==> src/rtl/keypad_scanner.sv <==
// keypad_scanner: strobes keypad columns, debounces one tracked key per frame, queues confirmed key codes
// ports: clk, rst (sync, active-high); fila[ROWS] async row lines; col[COLS] one-hot strobe;
//        key_code/key_valid/key_ready FIFO head handshake; key_down tracked-key level; overflow sticky drop flag
module keypad_scanner #(
  parameter int ROWS = 4,
  parameter int COLS = 4,
  parameter int SCAN_DIV = 65536,
  parameter int DEBOUNCE = 3,
  parameter int FIFO_DEPTH = 4,
  localparam int KW = $clog2(ROWS * COLS)
) (
  input  logic            clk,
  input  logic            rst,
  input  logic [ROWS-1:0] fila,
  output logic [COLS-1:0] col,
  output logic [KW-1:0]   key_code,
  output logic            key_valid,
  input  logic            key_ready,
  output logic            key_down,
  output logic            overflow
);
  localparam int DW = $clog2(SCAN_DIV);
  localparam int CW = $clog2(COLS);
  localparam int RW = $clog2(ROWS);
  localparam int AW = $clog2(FIFO_DEPTH);
  typedef enum logic [1:0] {IDLE, CAND, PRESSED, REL} state_t;
  state_t state, state_n;
  logic [ROWS-1:0] s1, s2;
  logic [DW-1:0] dcnt;
  logic [CW-1:0] cidx, tc, tc_n;
  logic [RW-1:0] row, tr, tr_n;
  logic [KW-1:0] code, t, t_n, push_d;
  logic [3:0] n, n_n;
  logic tick, hit, present, at_col, push_n, push_q;
  logic [KW-1:0] mem [FIFO_DEPTH];
  logic [AW-1:0] wp, rp;
  logic [AW:0] cnt;
  logic full, pop, wr;
  assign tick = dcnt == DW'(SCAN_DIV - 1);
  assign hit = |s2;
  assign code = KW'(int'(cidx) * ROWS + int'(row));
  assign present = s2[tr];
  assign at_col = cidx == tc;
  assign key_down = state == PRESSED || state == REL;
  // lowest set row wins when several rows are high
  always_comb begin
    row = '0;
    for (int i = ROWS - 1; i >= 0; i--) if (s2[i]) row = RW'(i);
  end
  always_ff @(posedge clk) begin
    if (rst) begin
      s1 <= '0;
      s2 <= '0;
      dcnt <= '0;
      cidx <= '0;
      col <= COLS'(1);
      state <= IDLE;
      t <= '0;
      tc <= '0;
      tr <= '0;
      n <= '0;
      push_q <= 1'b0;
      push_d <= '0;
    end else begin
      s1 <= fila;
      s2 <= s1;
      dcnt <= tick ? '0 : dcnt + 1'b1;
      if (tick) begin
        col <= {col[COLS-2:0], col[COLS-1]};
        cidx <= cidx == CW'(COLS - 1) ? '0 : cidx + 1'b1;
      end
      state <= state_n;
      t <= t_n;
      tc <= tc_n;
      tr <= tr_n;
      n <= n_n;
      push_q <= push_n;
      push_d <= t_n;
    end
  end
  // debounce FSM advances only on ticks; the tracked key is judged only at its own column
  always_comb begin
    state_n = state;
    t_n = t;
    tc_n = tc;
    tr_n = tr;
    n_n = n;
    push_n = 1'b0;
    if (tick)
      case (state)
        IDLE: if (hit) begin
          t_n = code;
          tc_n = cidx;
          tr_n = row;
          n_n = 4'd1;
          state_n = DEBOUNCE == 1 ? PRESSED : CAND;
          push_n = DEBOUNCE == 1;
        end
        CAND: if (at_col) begin
          if (!present) state_n = IDLE;
          else if (n + 4'd1 == 4'(DEBOUNCE)) begin
            state_n = PRESSED;
            push_n = 1'b1;
            n_n = '0;
          end else n_n = n + 4'd1;
        end
        PRESSED: if (at_col && !present) begin
          n_n = 4'd1;
          state_n = DEBOUNCE == 1 ? IDLE : REL;
        end
        REL: if (at_col) begin
          if (present) begin
            n_n = '0;
            state_n = PRESSED;
          end else if (n + 4'd1 == 4'(DEBOUNCE)) begin
            n_n = '0;
            state_n = IDLE;
          end else n_n = n + 4'd1;
        end
        default: state_n = IDLE;
      endcase
  end
  assign full = cnt == (AW+1)'(FIFO_DEPTH);
  assign key_valid = cnt != '0;
  assign pop = key_valid & key_ready;
  // a push into a full FIFO is dropped even when a pop frees a slot that cycle
  assign wr = push_q & ~full;
  assign key_code = key_valid ? mem[rp] : '0;
  always_ff @(posedge clk) if (wr) mem[wp] <= push_d;
  always_ff @(posedge clk) begin
    if (rst) begin
      wp <= '0;
      rp <= '0;
      cnt <= '0;
      overflow <= 1'b0;
    end else begin
      if (wr) wp <= wp + 1'b1;
      if (pop) rp <= rp + 1'b1;
      cnt <= cnt + {{AW{1'b0}}, wr} - {{AW{1'b0}}, pop};
      overflow <= overflow | (push_q & full);
    end
  end
endmodule

==> config.mk <==
export PLATFORM = sky130hd
export DESIGN_NAME = keypad_scanner
export DESIGN_NICKNAME = d
export VERILOG_FILES = /design/src/rtl/keypad_scanner.sv
export SDC_FILE = /design/constraint.sdc
export NUM_CORES = 1
export LEC_CHECK = 0
export ABC_CLOCK_PERIOD_IN_PS = 6900
export CORE_MARGIN = 1.5
export CORE_UTILIZATION = 50
export CTS_CLUSTER_DIAMETER = 150
export CTS_CLUSTER_SIZE = 16
export DETAILED_ROUTE_END_ITERATION = 7
export PLACE_DENSITY_LB_ADDON = 0.08
export SETUP_SLACK_MARGIN = 0.2
export SLEW_MARGIN = 15
export SYNTH_ARGS = -nofsm -noshare
export SYNTH_HDL_FRONTEND = slang
export SYNTH_SLANG_ARGS = --single-unit
==> constraint.sdc <==
create_clock -name clk -period 6.9 [get_ports clk]
set_clock_uncertainty 0.05 [all_clocks]
set_input_delay 1.38 -clock clk [delete_from_list [all_inputs] [get_ports clk]]
set_output_delay 1.38 -clock clk [all_outputs]
set_load 0.02 [all_outputs]
Word level (Yosys, flattened, before mapping). Memories as Yosys holds them, arrays and structs flattened. A register that Yosys moved wholly into a read port is not among the register bits. Cells that the tools add are included.

Flip-flop bits (word level): 53. Bits in writable memories: 16. Input port bits: 7. Output and inout bits: 11. Logic and storage cells: 90. Memories kept: 1.

Memory list: mem (depth 4, width 4, read ports 1, clocked after memory_dff 1, write ports 1, line 35) `logic [KW-1:0] mem [FIFO_DEPTH];`.

Add/subtract/negate cells: 8. Order comparisons: 1. Equal/unequal tests: 15. Mux-type cells: 30. Bitwise logic cells: 9. Reduce and logical (&&, ||, !) cells: 11.

Operators with widths (number): 2-to-1 mux 4 bit (8); 2-to-1 mux 2 bit (15); adder 16 x 1 -> 16 bit (second input constant) (1); == test 16 bit (second input constant) (1); one-hot mux 4 bit (4 select lines) (1); inequality test 2 bit (second input constant) (4); one-hot mux 2 bit (4 select lines) (1); AND reduction 7 bit (1); adder 2 x 1 -> 2 bit (second input constant) (3); == test 2 bit (second input constant) (3); AND reduction 6 bit (1); inverter 1 bit (5); OR reduction 5 bit (1); adder 4 x 1 -> 4 bit (second input constant) (1); adder 4 x 2 -> 4 bit (1); == test 4 x 2 -> 1 bit (second input constant) (1); 2-to-1 mux 1 bit (4); OR reduction 4 bit (1); adder 3 x 1 -> 3 bit (1); AND 1 bit (3); == test 3 bit (second input constant) (1); less-than comparator 2 x 3 -> 1 bit (second input constant) (1); inequality test 3 x 2 -> 1 bit (second input constant) (1); inequality test 3 bit (second input constant) (1); other kinds (13) (13).

Longest topological paths before layout.
Depth in word-level cells: 6. Gate-level depth with buffers: 10. Gate-level depth less buffers: 10.

Least setup slack after synthesis. No wires, ideal clock.

Kind: in2reg. Start point: input port key_ready. End point: register cnt[2]. Setup time: 0.128 ns. Data arrival time: 2.718 ns. Data required time: 6.722 ns. Setup slack: 4.004 ns. Stages on the path: 8. Buffers on the path: 0. Path through: and2_1 ha_1 inv_1 ha_1 fa_1 xnor2_1 xnor2_1 nor2_1.

Cells in the longest elaborated chain, start to end: 2.

RTL lines: start: declaration (line 18) `input logic key_ready,`; AND 1 bit (line 125) `assign pop = key_valid & key_ready;`; subtractor 3 x 1 -> 3 bit (line 139) `cnt <= cnt + {{AW{1'b0}}, wr} - {{AW{1'b0}}, pop};`; end signal: assignment (line 139); end: declaration (line 37) `logic [AW:0] cnt;`.

Every way passes these cells. A chain may end at the register's enable or synchronous reset.

==> flow_summary_export.csv <==
group,metric,value,unit
clocking,clock_sinks,67,
synthesis,synth_top_flop_cell,"dfxtp_1",
final_layout,finalNetCount,317,
timing,timing_hold_violations_final,0,
final_layout,multi_input_area,0.00133,mm²
timing,finalSetupTns,0,ns
setup_path,setup.worst_path.class,"register to output port",
clocking,ctsHtreeMaxLevel,3,
timing,final_min_period_over_clock_period,50.1,%
worst_hold_path,whs_path_depth,1,
placed_design,hpwlAfterDp,3180,µm
timing,setup_slack,3.44,ns
floorplanning,horizontal_die_dimension,79.4,µm
setup_path,worst_r2r_path_depth,10,
synthesis,synth-async-reset-ratio,0,%
setup_path,rrSetupSlack,4.46,ns
route,detail-route-antenna-nets,0,
grt,grt.total_usage,17.5,%
clocking,cts_inserted_buffers,9,
synthesis,syn-num-nets,296,
floorplanning,std_cell_rows,27,
setup_path,crit_chain,"mux4_2, and2_1, clkdlybuf4s50_1",
timing,worst_slew_margin_rel,63.4,%
final_layout,area_occupied_by_registers,0.00150,mm²
clocking,cts_hold_buf,0,
final_layout,flow.area_growth_from_synthesis,14.5,%
synthesis,yosys.cell_types.count,47,
clocking,clk_pin_slew_worst_paths,0.07,ns
setup_path,r2r_end,"cnt[2]",
status,result_of_the_run,"finished clean",
synthesis,yosysWarnings,0,
route,route.final.wire_length,4650,µm
placed_design,port_buffers,17,
synthesis,synth_area_leaders,"dfxtp_1, edfxtp_1, nor2_1, ha_1, mux4_2",
timing,post-route-min-period,3.46,ns
floorplanning,core_region_area,0.00557,mm²
clocking,tritoncts,"yes",
setup_path,worst-endpoint-required,5.47,ns
route,avg_vias_per_cell,5.13,
grt,vias_in_the_first_global_route,1879,
setup_path,critical_path.n_buffers_inverters,1,
run,cap_violations,0,
synthesis,synthesis.area_per_instance,10.5,µm²
clocking,post_cts_resized,0,
floorplanning,floorplan.initialDensity,52.3,%
setup_path,setup.worst_path.end_class,"output port",
clocking,clock_tree.root_cell,"clkbuf_8",
power_and_ir_drop,power_leakage,1.22,nW
route,via_count,1930,
floorplanning,pin_count,18,
clocking,post_cts_buffers,0,
grt,wire_length_of_the_first_global_routing_pass,8470,µm
worst_hold_path,hold_path_startpoint,"s1[1]",
setup_path,timing.critical_path.fanout_max,4,
timing,hold_ws,0.390,ns
final_layout,insertedDiodeCount,0,
setup_path,cpPeakStageDelay,0.53,ns
setup_path,critPathSlowestCell,"mux4_2",
synthesis,yosysTopAreaCell,"dfxtp_1",
route,route.detailed.drc,0,
grt,gr-total-overflow,0,
timing,worst_pin_slew,0.547,ns
timing,grt_setup_unrepaired,"false",
synthesis,postSynthCellCount,278,
placed_design,globalplace.congestion,0.772,
final_layout,fillCellCount,502,
grt,antenna_found_initial,0,
worst_hold_path,worst_hold_path_type,"register to register",
power_and_ir_drop,pwr_density_cell,273,mW/mm²
timing,achievable-frequency,289,MHz
route,drt_iter0_drc,86,
floorplanning,fp.dieArea,0.00630,mm²
worst_hold_path,min_to,"s2[1]",
route,wl_per_cell,12.4,µm
setup_path,timing.critical_path.arrival,2.03,ns
floorplanning,die_h,79.4,µm
synthesis,synth_largest_type_area_fraction,35.0,%
synthesis,synth_enable_flop_cells,16,
placed_design,detailedPlace.worstSlack,3.54,ns
clocking,clock_path_buffers,2,
synthesis,register_bit_count_reported_by_yosys,67,
timing,timing_max_transition_violations_final,0,
synthesis,seq_area_frac_synth,51.5,%
setup_path,path_delay_family,"multiplexers",
final_layout,post_route_cells_drive_above_1_share,8.55,%
synthesis,synth.cell_area,0.00292,mm²
route,drt_pre_antenna_iters,5,
clocking,worst_skew_pair.late_latency,0.34,ns
setup_path,timing.critical_path.from_type,"register",
timing,finalSetupViolations,0,
power_and_ir_drop,peakVddDrop,0.145,mV
grt,grt_max_degree,42,
setup_path,rr_startpoint,"cnt[1]",
-- layer usage --
metal | up-vias | track usage, % | share of wire [%]
li1 | 995 | - | -
met1 | 901 | 23.1 | 51
met2 | 24 | 26.3 | 45
met3 | 10 | 4.14 | 2.6
met4 | 0 | 10.0 | 1.4
met5 | - | 0 | 0
-- sequential cells by signal, indices dropped and copies added, names as in the netlist, named ones only --
register	flops
push_d	1
dcnt	16
state	1
cnt	3
s1	4
tr	1
push_q	1
overflow	1
s2	4
cidx	2
tc	2
mem	16
wp	2
col	4
rp	2
n	4
-- layout make-up --
class | instances | area share, %
sequential | 67 | 45.0
tap | 72 | 2.70
clock inverter | 3 | 1.20
timing repair buffer | 18 | 5.32
inverter | 13 | 1.46
multi-input combinational | 190 | 39.9
clock buffer | 13 | 4.46
-- placed cells by master, fill, tap and decap left out, types with 11 or more instances in the layout --
cell / n
nand3_1: 12
xnor2_1: 11
clkdlybuf4s50_1: 17
edfxtp_1: 16
dfxtp_1: 51
nand2_1: 14
inv_1: 13
nor2_1: 38
-- Yosys cell counts (4+ instances only) --
library cell	n
clkbuf_1	6
mux2i_1	10
and2_1	10
edfxtp_1	16
nor3_1	7
and3_1	4
nor2_1	38
nand3_1	12
a21oi_1	10
inv_1	13
nand2_1	14
xnor2_1	11
ha_1	10
xor2_1	10
dfxtp_1	51
mux4_2	5
nor2b_1	10
nand2b_1	5
-- kinds of logic (layout without fill, tap and decap cells) --
| group | after synthesis | count (layout) | synth area share, % |
|---|---|---|---|
| buf+inv | 21 | 47 | 2.88 |
| fa+ha+maj | 11 | 11 | 4.98 |
| mux | 15 | 15 | 7.30 |
| compound gates | 24 | 24 | 5.37 |
| flops | 67 | 67 | 51.5 |
| xor+xnor | 21 | 21 | 6.31 |
| simple gates | 119 | 119 | 21.7 |
-- metrics by stage --
step                      total power, mW  instance area [µm²]  util [%]  instances
final                               0.910                 3340      59.9        376
after global routing                0.958                 3340      59.9        376
after CTS                           0.922                 3340      59.9        376
after global placement              0.604                 3150      56.5        360
after detailed placement            0.608                 3150      56.5        360
after floorplan                     0.553                 2920         -        278
-- how the worst max path moves through the flow --
stage | start | endpoint | slack, ns | cells past startpoint
after global placement | key_ready | cnt[2] | 3.56 | 9
after global routing | register | key_code[2] | 3.36 | 3
after floorplan | key_ready | cnt[2] | 4.00 | 8
after detailed placement | key_ready | cnt[2] | 3.54 | 9
final | register | key_code[1] | 3.44 | 3
after CTS | register | key_code[1] | 3.42 | 3
-- power breakdown --
part	internal (mW)	total, mW	switching (mW)
logic	0.0859	0.159	0.0728
clock network	0.176	0.314	0.138
registers	0.419	0.437	0.0183
No activity file was read; power rests on OpenSTA's default activity.
